===== config.mk =====
export PLATFORM = sky130hd
export DESIGN_NAME = vga_sync_gen
export DESIGN_NICKNAME = d
export VERILOG_FILES = /design/src/rtl/vga_sync_gen_pkg.sv /design/src/rtl/vga_sync_gen_delay_line.sv /design/src/rtl/vga_sync_gen.sv
export SDC_FILE = /design/constraint.sdc
export NUM_CORES = 1
export LEC_CHECK = 0
export ABC_CLOCK_PERIOD_IN_PS = 2200
export CAP_MARGIN = 20
export CORE_ASPECT_RATIO = 0.6
export CORE_MARGIN = 2
export CORE_UTILIZATION = 46
export CTS_CLUSTER_DIAMETER = 150
export DETAILED_ROUTE_END_ITERATION = 6
export PLACE_DENSITY = 0.69
export SLEW_MARGIN = 40
export SYNTH_ARGS = -nofsm -noshare
export SYNTH_HDL_FRONTEND = slang
export SYNTH_HIERARCHICAL = 1
export SYNTH_SLANG_ARGS = --single-unit
export TNS_END_PERCENT = 10

===== constraint.sdc =====
create_clock -name clk -period 2.2 [get_ports clk]
set_input_delay 0.55 -clock clk [delete_from_list [all_inputs] [get_ports clk]]
set_output_delay 0.55 -clock clk [all_outputs]
set_load 0.03 [all_outputs]

===== src/rtl/vga_sync_gen_pkg.sv =====
// vga_sync_gen_pkg: default VGA timing constants, counter widths and the sync bundle type.
package vga_sync_gen_pkg;
  localparam int DEF_H_DISPLAY = 640;
  localparam int DEF_H_FRONT = 16;
  localparam int DEF_H_SYNC = 96;
  localparam int DEF_H_BACK = 48;
  localparam int DEF_V_DISPLAY = 480;
  localparam int DEF_V_FRONT = 10;
  localparam int DEF_V_SYNC = 2;
  localparam int DEF_V_BACK = 33;
  localparam int H_SIZE = 10;
  localparam int V_SIZE = 10;
  typedef struct packed {
    logic hsync;
    logic vsync;
    logic video_on;
  } sync_t;
  localparam sync_t SYNC_RST = '{hsync: 1'b1, vsync: 1'b1, video_on: 1'b0};
  function automatic logic in_win(int v, int lo, int n);
    return v >= lo && v < lo + n;
  endfunction
endpackage


===== src/rtl/vga_sync_gen_delay_line.sv =====
// vga_delay_line: D-stage shift register with a loadable reset value; D = 0 is a wire.
module vga_delay_line #(
  parameter int W = 1,
  parameter int D = 1
) (
  input  logic         clk,
  input  logic         rst,
  input  logic [W-1:0] i_rst_val,
  input  logic [W-1:0] i_d,
  output logic [W-1:0] o_q
);
  if (D == 0) begin : g_pass
    assign o_q = i_d;
  end else begin : g_sr
    logic [W-1:0] r_sr [D];
    always_ff @(posedge clk) begin
      if (!rst) begin
        for (int i = 0; i < D; i++) r_sr[i] <= i_rst_val;
      end else begin
        r_sr[0] <= i_d;
        for (int i = 1; i < D; i++) r_sr[i] <= r_sr[i-1];
      end
    end
    assign o_q = r_sr[D-1];
  end
endmodule


===== src/rtl/vga_sync_gen.sv =====
// vga_sync_gen: pixel-tick divider, h/v counters, sync/video decode and delayed sync outputs.
module vga_sync_gen
  import vga_sync_gen_pkg::*;
#(
  parameter int H_DISPLAY = DEF_H_DISPLAY,
  parameter int H_FRONT = DEF_H_FRONT,
  parameter int H_SYNC = DEF_H_SYNC,
  parameter int H_BACK = DEF_H_BACK,
  parameter int V_DISPLAY = DEF_V_DISPLAY,
  parameter int V_FRONT = DEF_V_FRONT,
  parameter int V_SYNC = DEF_V_SYNC,
  parameter int V_BACK = DEF_V_BACK,
  parameter int CLK_DIV = 2,
  parameter int DLY = 2
) (
  input  logic              clk,
  input  logic              rst,
  output logic [H_SIZE-1:0] hc,
  output logic [V_SIZE-1:0] vc,
  output logic              pixel_tick,
  output logic              video_on,
  output logic              frame_start,
  output logic              hsync_o,
  output logic              vsync_o,
  output logic              video_on_o
);
  localparam int H_TOTAL = H_DISPLAY + H_FRONT + H_SYNC + H_BACK;
  localparam int V_TOTAL = V_DISPLAY + V_FRONT + V_SYNC + V_BACK;
  logic [3:0] r_tick_cnt;
  logic [H_SIZE-1:0] r_hc, w_hc_nxt;
  logic [V_SIZE-1:0] r_vc, w_vc_nxt;
  logic r_frame_start, w_h_wrap, w_v_end;
  sync_t r_sync, w_sync, w_dly;
  always_comb begin
    pixel_tick = r_tick_cnt == 4'(CLK_DIV - 1);
    w_h_wrap = pixel_tick && r_hc == H_SIZE'(H_TOTAL - 1);
    w_v_end = r_vc == V_SIZE'(V_TOTAL - 1);
    w_hc_nxt = !pixel_tick ? r_hc : w_h_wrap ? '0 : r_hc + 1'b1;
    w_vc_nxt = !w_h_wrap ? r_vc : w_v_end ? '0 : r_vc + 1'b1;
    // Decode from next-state counters so the registered flags line up with hc/vc.
    w_sync.hsync = !in_win(int'(w_hc_nxt), H_DISPLAY + H_FRONT, H_SYNC);
    w_sync.vsync = !in_win(int'(w_vc_nxt), V_DISPLAY + V_FRONT, V_SYNC);
    w_sync.video_on = int'(w_hc_nxt) < H_DISPLAY && int'(w_vc_nxt) < V_DISPLAY;
  end
  always_ff @(posedge clk) begin
    if (!rst) begin
      r_tick_cnt <= '0;
      r_hc <= '0;
      r_vc <= '0;
      r_frame_start <= 1'b0;
      r_sync <= SYNC_RST;
    end else begin
      r_tick_cnt <= pixel_tick ? '0 : r_tick_cnt + 1'b1;
      r_hc <= w_hc_nxt;
      r_vc <= w_vc_nxt;
      r_frame_start <= w_h_wrap && w_v_end;
      r_sync <= w_sync;
    end
  end
  vga_delay_line #(.W(3), .D(DLY)) u_dly (
    .clk(clk),
    .rst(rst),
    .i_rst_val(SYNC_RST),
    .i_d(r_sync),
    .o_q(w_dly)
  );
  assign hc = r_hc;
  assign vc = r_vc;
  assign video_on = r_sync.video_on;
  assign frame_start = r_frame_start;
  assign hsync_o = w_dly.hsync;
  assign vsync_o = w_dly.vsync;
  assign video_on_o = w_dly.video_on;
endmodule


Word level (Yosys, flattened, before mapping)
Memories as Yosys holds them, arrays and structs flattened.
Cells that the tools add are included.
{"block": "classes", "n_addsub": 3, "order_cmp": 6, "eq_ne": 3, "n_mux": 8, "bitwise_logic": 3, "reduce_logical": 8}
{"op": "10-bit two-way mux", "n": 4}
{"op": "10-bit by 1-bit adder with 10-bit output, second input constant", "n": 2}
{"op": "10-bit == test, second input constant", "n": 2}
{"op": "10-bit < comparator, second input constant", "n": 2}
{"op": "10-bit by 9-bit < comparator with 1-bit output, second input constant", "n": 2}
{"op": "10-bit >= comparator, second input constant", "n": 1}
{"op": "10-bit by 9-bit >= comparator with 1-bit output, second input constant", "n": 1}
{"op": "3-bit two-way mux", "n": 2}
{"op": "1-bit logical AND", "n": 5}
{"op": "4-bit by 1-bit adder with 4-bit output, second input constant", "n": 1}
{"op": "4-bit by 1-bit == test with 1-bit output, second input constant", "n": 1}
{"op": "1-bit logical NOT", "n": 2}
{"op": "1-bit two-way mux", "n": 2}
{"op": "1-bit bitwise OR", "n": 2}
{"op": "2-bit OR reduction", "n": 1}
{"op": "1-bit NOT", "n": 1}
{"block": "totals", "register_bits": 28, "ram_bits": 6, "input_bits": 2, "wordCells": 39, "memories": 1}
{"memory": "u_dly.g_sr.r_sr", "words": 2, "word_bits": 3, "rd": 2, "rd_clocked_by_memory_dff": 0, "wr": 2, "line_no": "vga_sync_gen_delay_line.sv:15", "text": "logic [W-1:0] r_sr [D];"}

Logic depth before layout (Yosys ltp)
{"block": "depth", "depth_word": 7, "depth_mapped": 8, "depth_no_buf": 7}

Cells and area by module
Netlist, hierarchy kept.
{"module": "vga_sync_gen", "n_inst": 1, "cells_per_inst": 197, "area_each_um2": 1686.6}
{"module": "vga_delay_line", "n_inst": 1, "cells_per_inst": 16, "area_each_um2": 244.0}

Worst setup path after synthesis
OpenSTA, ideal clock, no wires.
{"block": "synth_path", "kind": "register to register", "start": "register r_hc[0] (netlist: hc[0])", "end": "register r_sync, in the netlist video_on", "setup_time_ns": 0.088, "arrival_ns": 1.891, "required_ns": 2.112, "setup_slack_ns": 0.221, "stages_incl_launch_ff": 7, "n_path_buf": 0, "path_cell_list": "dfxtp_1 > ha_1 > and4bb_1 > nand4_1 > o31a_1 > o21ba_1 > a311oi_2"}
{"block": "synth_between", "elab_chain_cells": 6, "word_cells_on_any_way": 9, "cone_classes": "add/sub: 1; order compare: 2; eq/ne: 1; mux: 3; reduce/logical: 2"}
{"item": "from (decl)", "line_no": "vga_sync_gen.sv:30", "text": "logic [H_SIZE-1:0] r_hc, w_hc_nxt;"}
{"item": "from (signal assigned)", "line_no": "vga_sync_gen.sv:54", "text": "r_hc <= w_hc_nxt;"}
{"item": "parallel branches: the longest is 5 deep, another holds 10-bit by 1-bit adder with 10-bit output"}
{"item": "1-bit logical AND (*)", "line_no": "vga_sync_gen.sv:43", "text": "w_sync.video_on = int'(w_hc_nxt) < H_DISPLAY && int'(w_vc_nxt) < V_DISPLAY;"}
{"item": "to (signal assigned)", "line_no": "vga_sync_gen.sv:57", "text": "r_sync <= w_sync;"}
{"item": "to (decl)", "line_no": "vga_sync_gen.sv:33", "text": "sync_t r_sync, w_sync, w_dly;"}
Every way passes the cells marked *.
A chain may end at the register's enable or synchronous reset.

Final worst setup path
{"block": "layout_path", "start": "register r_vc[6] (netlist: vc[6])", "end": "output port vc[6]"}
{"item": "from (decl)", "line_no": "vga_sync_gen.sv:31", "text": "logic [V_SIZE-1:0] r_vc, w_vc_nxt;"}
{"item": "from (signal assigned)", "line_no": "vga_sync_gen.sv:55", "text": "r_vc <= w_vc_nxt;"}
{"item": "to (decl)", "line_no": "vga_sync_gen.sv:19", "text": "output logic [V_SIZE-1:0] vc,"}
No word-level cell between the ends.

==> results.sh <==
export IMPL_p_int_mw=0.956
export IMPL_grt_overflow_total=0
export IMPL_crit_path_end_kind="primary output"
export IMPL_p_leak_nw=0.903
export IMPL_ys_flop_type="dfxtp_1"
export IMPL_drv_slew=0
export IMPL_grt_max_degree=12
export IMPL_fin_util=0.588
export IMPL_num_vias=1721
export IMPL_diodes=0
export IMPL_start_util=0.474
export IMPL_fin_nets=258
export IMPL_cts_tree="done"
export IMPL_cp_cell_sequence="clkdlybuf4s50_1"
export IMPL_synthToLayoutAreaGrowth_pct=24.2
export IMPL_hold_path_class="reg2reg"
export IMPL_slowest_stage="clkdlybuf4s50_1"
export IMPL_die_width_um=87.6
export IMPL_io_buffers=27
export IMPL_ys_types=53
export IMPL_syn_area_per_cell_um2=9.06
export IMPL_fp_dieH_um=54.2
export IMPL_path_clk_slew_ns=0.07
export IMPL_status="finished clean"
export IMPL_grt_use_met1=0.326
export IMPL_grt_pass1_vias=1507
export IMPL_period_share=0.962
export IMPL_postRouteAntennaNets=0
export IMPL_grt_setup_unrepaired="false"
export IMPL_cts_made_buffers=5
export IMPL_cts_sinks=34
export IMPL_p_comb_frac=0.115
export IMPL_crit_family="buffers and inverters"
export IMPL_grt_busiest_layer="met1"
export IMPL_dieArea_um2=4750
export IMPL_rows=18
export IMPL_path_max_fanout=9
export IMPL_core_area_um2=4080
export IMPL_p_clk_frac=0.378
export IMPL_dp_hpwl_um=3430
export IMPL_seq_power_share=0.507
export IMPL_cts_max_level=2
export IMPL_hold_viol_final=0
export IMPL_ys_ff_latch=34
export IMPL_worst_ep_arrival_time_ns=1.57
export IMPL_post_drt_wl_per_cell_um=15.0
export IMPL_grt_pass1_wl_um=7620
export IMPL_cp_num_buf_inv=1
export IMPL_yosysSeqAreaShare=0.353
export IMPL_preCtsSetupSlack_ns=0.207
export IMPL_yosys_warnings=6
export IMPL_synthArstFlopShare=0
export IMPL_period_needed_ns=2.12
export IMPL_via_per_inst=5.52
export IMPL_required_ns=1.65
export IMPL_slowest_delay_ns=0.75
export IMPL_syn_inst=213
export IMPL_setup_viol=0
export IMPL_power_density_nw_per_um2=535
export IMPL_antenna_found_initial=0
export IMPL_synth_edf_count=0
export IMPL_switching_share=0.255
export IMPL_cts_hold_buffers=0
export IMPL_skew_ns=0.00430
export IMPL_drc=0
export IMPL_use_met2=0.292
export IMPL_fmax_mhz=473
export IMPL_clk_latency_ns=0.28
export IMPL_place_congestion=0.951
export IMPL_drt_iter0_drc=119
export IMPL_vdd_drop_max_v=0.000459
export IMPL_drt_total_wl_um=4690
export IMPL_setup_slack_ns=0.0838
export IMPL_firstDrtPassIters=5
export IMPL_p_switching_mw=0.327
export IMPL_tns_ns=0
export IMPL_syn_area_um2=1930
export IMPL_fill_cells=354
export IMPL_critPathKind="reg2out"
export IMPL_final_layout_size_suffix_gt1_frac=0.187
export IMPL_cts_root_buf="clkbuf_8"
export IMPL_io_pins=28
export IMPL_post_route_cell_area_um2=2400
export IMPL_start_kind="flip-flop"
export IMPL_max_cap_viol_count=0
export IMPL_track_usage=0.215
export IMPL_postPlaceCellArea_um2=2290
export IMPL_use_met3=0.0675
export IMPL_ctsLongestPathBuffers=2
## cell families (layout without fill, tap and decap cells)
logic type	Yosys count	after routing	share of synthesized area
xor gates and xnor gates	10	10	0.0454
other	2	6	0.00389
buffers and inverters	23	58	0.0655
adders and majority gates	5	5	0.0324
DFF	34	34	0.353
and+or+nand+nor	98	98	0.318
muxes	9	9	0.0629
AOI/OAI and AO/OA	32	32	0.120
## state kept, by name, indices dropped and copies added, names as in the netlist
register	flops
frame_start	1
vc	10
r_tick_cnt	4
r_sync	2
u_dly/g_sr.r_sr	6
video_on	1
hc	10
## cells in the final DEF (no fill, tap or decap), drive strengths merged, types with 2 or more instances in the layout
cell type,count
a22oi,2
nor2,17
nand2,21
xnor2,6
and2,3
nor4,5
nor3,11
ha,5
mux2,7
o211ai,2
nand2b,2
o21ai,4
a21o,2
or2,2
buf,16
conb,6
a311oi,3
a31oi,2
clkbuf,7
dfxtp,34
inv,8
nand4,13
a21oi,10
nor2b,2
or3,3
clkdlybuf4s50,26
nor4b,3
nand3,9
and4,2
xor2,4
mux2i,2
## final cells by class
class / instances / area, µm² / share of cell area
multi-input cells: 160 / 1140 / 0.476
flip-flops and latches: 34 / 681 / 0.284
repair buffers: 42 / 380 / 0.159
clock buffers: 7 / 86.3 / 0.0360
well taps: 60 / 75.1 / 0.0313
inverters: 8 / 30.0 / 0.0125
clock inverters: 1 / 5.00 / 0.00209
## repair_timing
item / CTS / global route
buffers inserted: 0 / 2
setup endpoints to repair: 1 / 1
resized for setup: 1 / 0
## power groups by stage
stage	combinational, mW	clock, mW	sequential [mW]
after floorplan	0.0949	0	0.673
after global placement	0.132	0	0.664
after detailed placement	0.132	0	0.665
after CTS	0.136	0.490	0.651
after global routing	0.158	0.523	0.654
final	0.147	0.485	0.651
## synthesized netlist by cell type, drive strengths merged, types with 3 or more instances
library cell | count | share of area
nor2 | 17 | 0.033
a21oi | 10 | 0.026
inv | 8 | 0.016
mux2 | 7 | 0.052
xor2 | 4 | 0.018
or3 | 3 | 0.012
dfxtp | 34 | 0.35
nand4 | 13 | 0.049
nor3 | 11 | 0.039
a311oi | 3 | 0.017
nand3 | 9 | 0.023
ha | 5 | 0.032
and2 | 3 | 0.0097
buf | 11 | 0.042
nand2 | 21 | 0.041
nor4b | 3 | 0.020
o21ai | 4 | 0.010
xnor2 | 6 | 0.027
clkbuf | 4 | 0.0078
nor4 | 5 | 0.038
## final timing paths
kind / startpoint / to / slack, ns / depth (start not counted)
max: vc[6]$_SDFF_PN0_ / vc[6] / 0.08 / 1
min: r_sync[2]$_SDFF_PN1_ / u_dly/g_sr.r_sr[0][2]$_DFF_P_ / 0.46 / 1
max reg2reg: r_tick_cnt[0]$_SDFF_PP0_ / r_sync[2]$_SDFF_PN1_ / 0.20 / 7
min reg2reg: r_sync[2]$_SDFF_PN1_ / u_dly/g_sr.r_sr[0][2]$_DFF_P_ / 0.46 / 1
## routing by layer
layer / wire, µm / vias to the layer above
met5: 0 / -
met4: 16 / 0
met3: 396 / 2
met2: 1840 / 75
met1: 2440 / 817
li1: - / 827
## stage by stage
| step | cells | hold slack [ns] | total power [mW] |
|---|---|---|---|
| floorplan | 217 | 0.434 | 0.768 |
| global placement | 302 | 0.438 | 0.796 |
| detailed placement | 302 | 0.443 | 0.797 |
| CTS | 310 | 0.460 | 1.28 |
| global route | 312 | 0.482 | 1.34 |
| finish | 312 | 0.459 | 1.28 |
No activity file was read; power rests on OpenSTA's default activity.
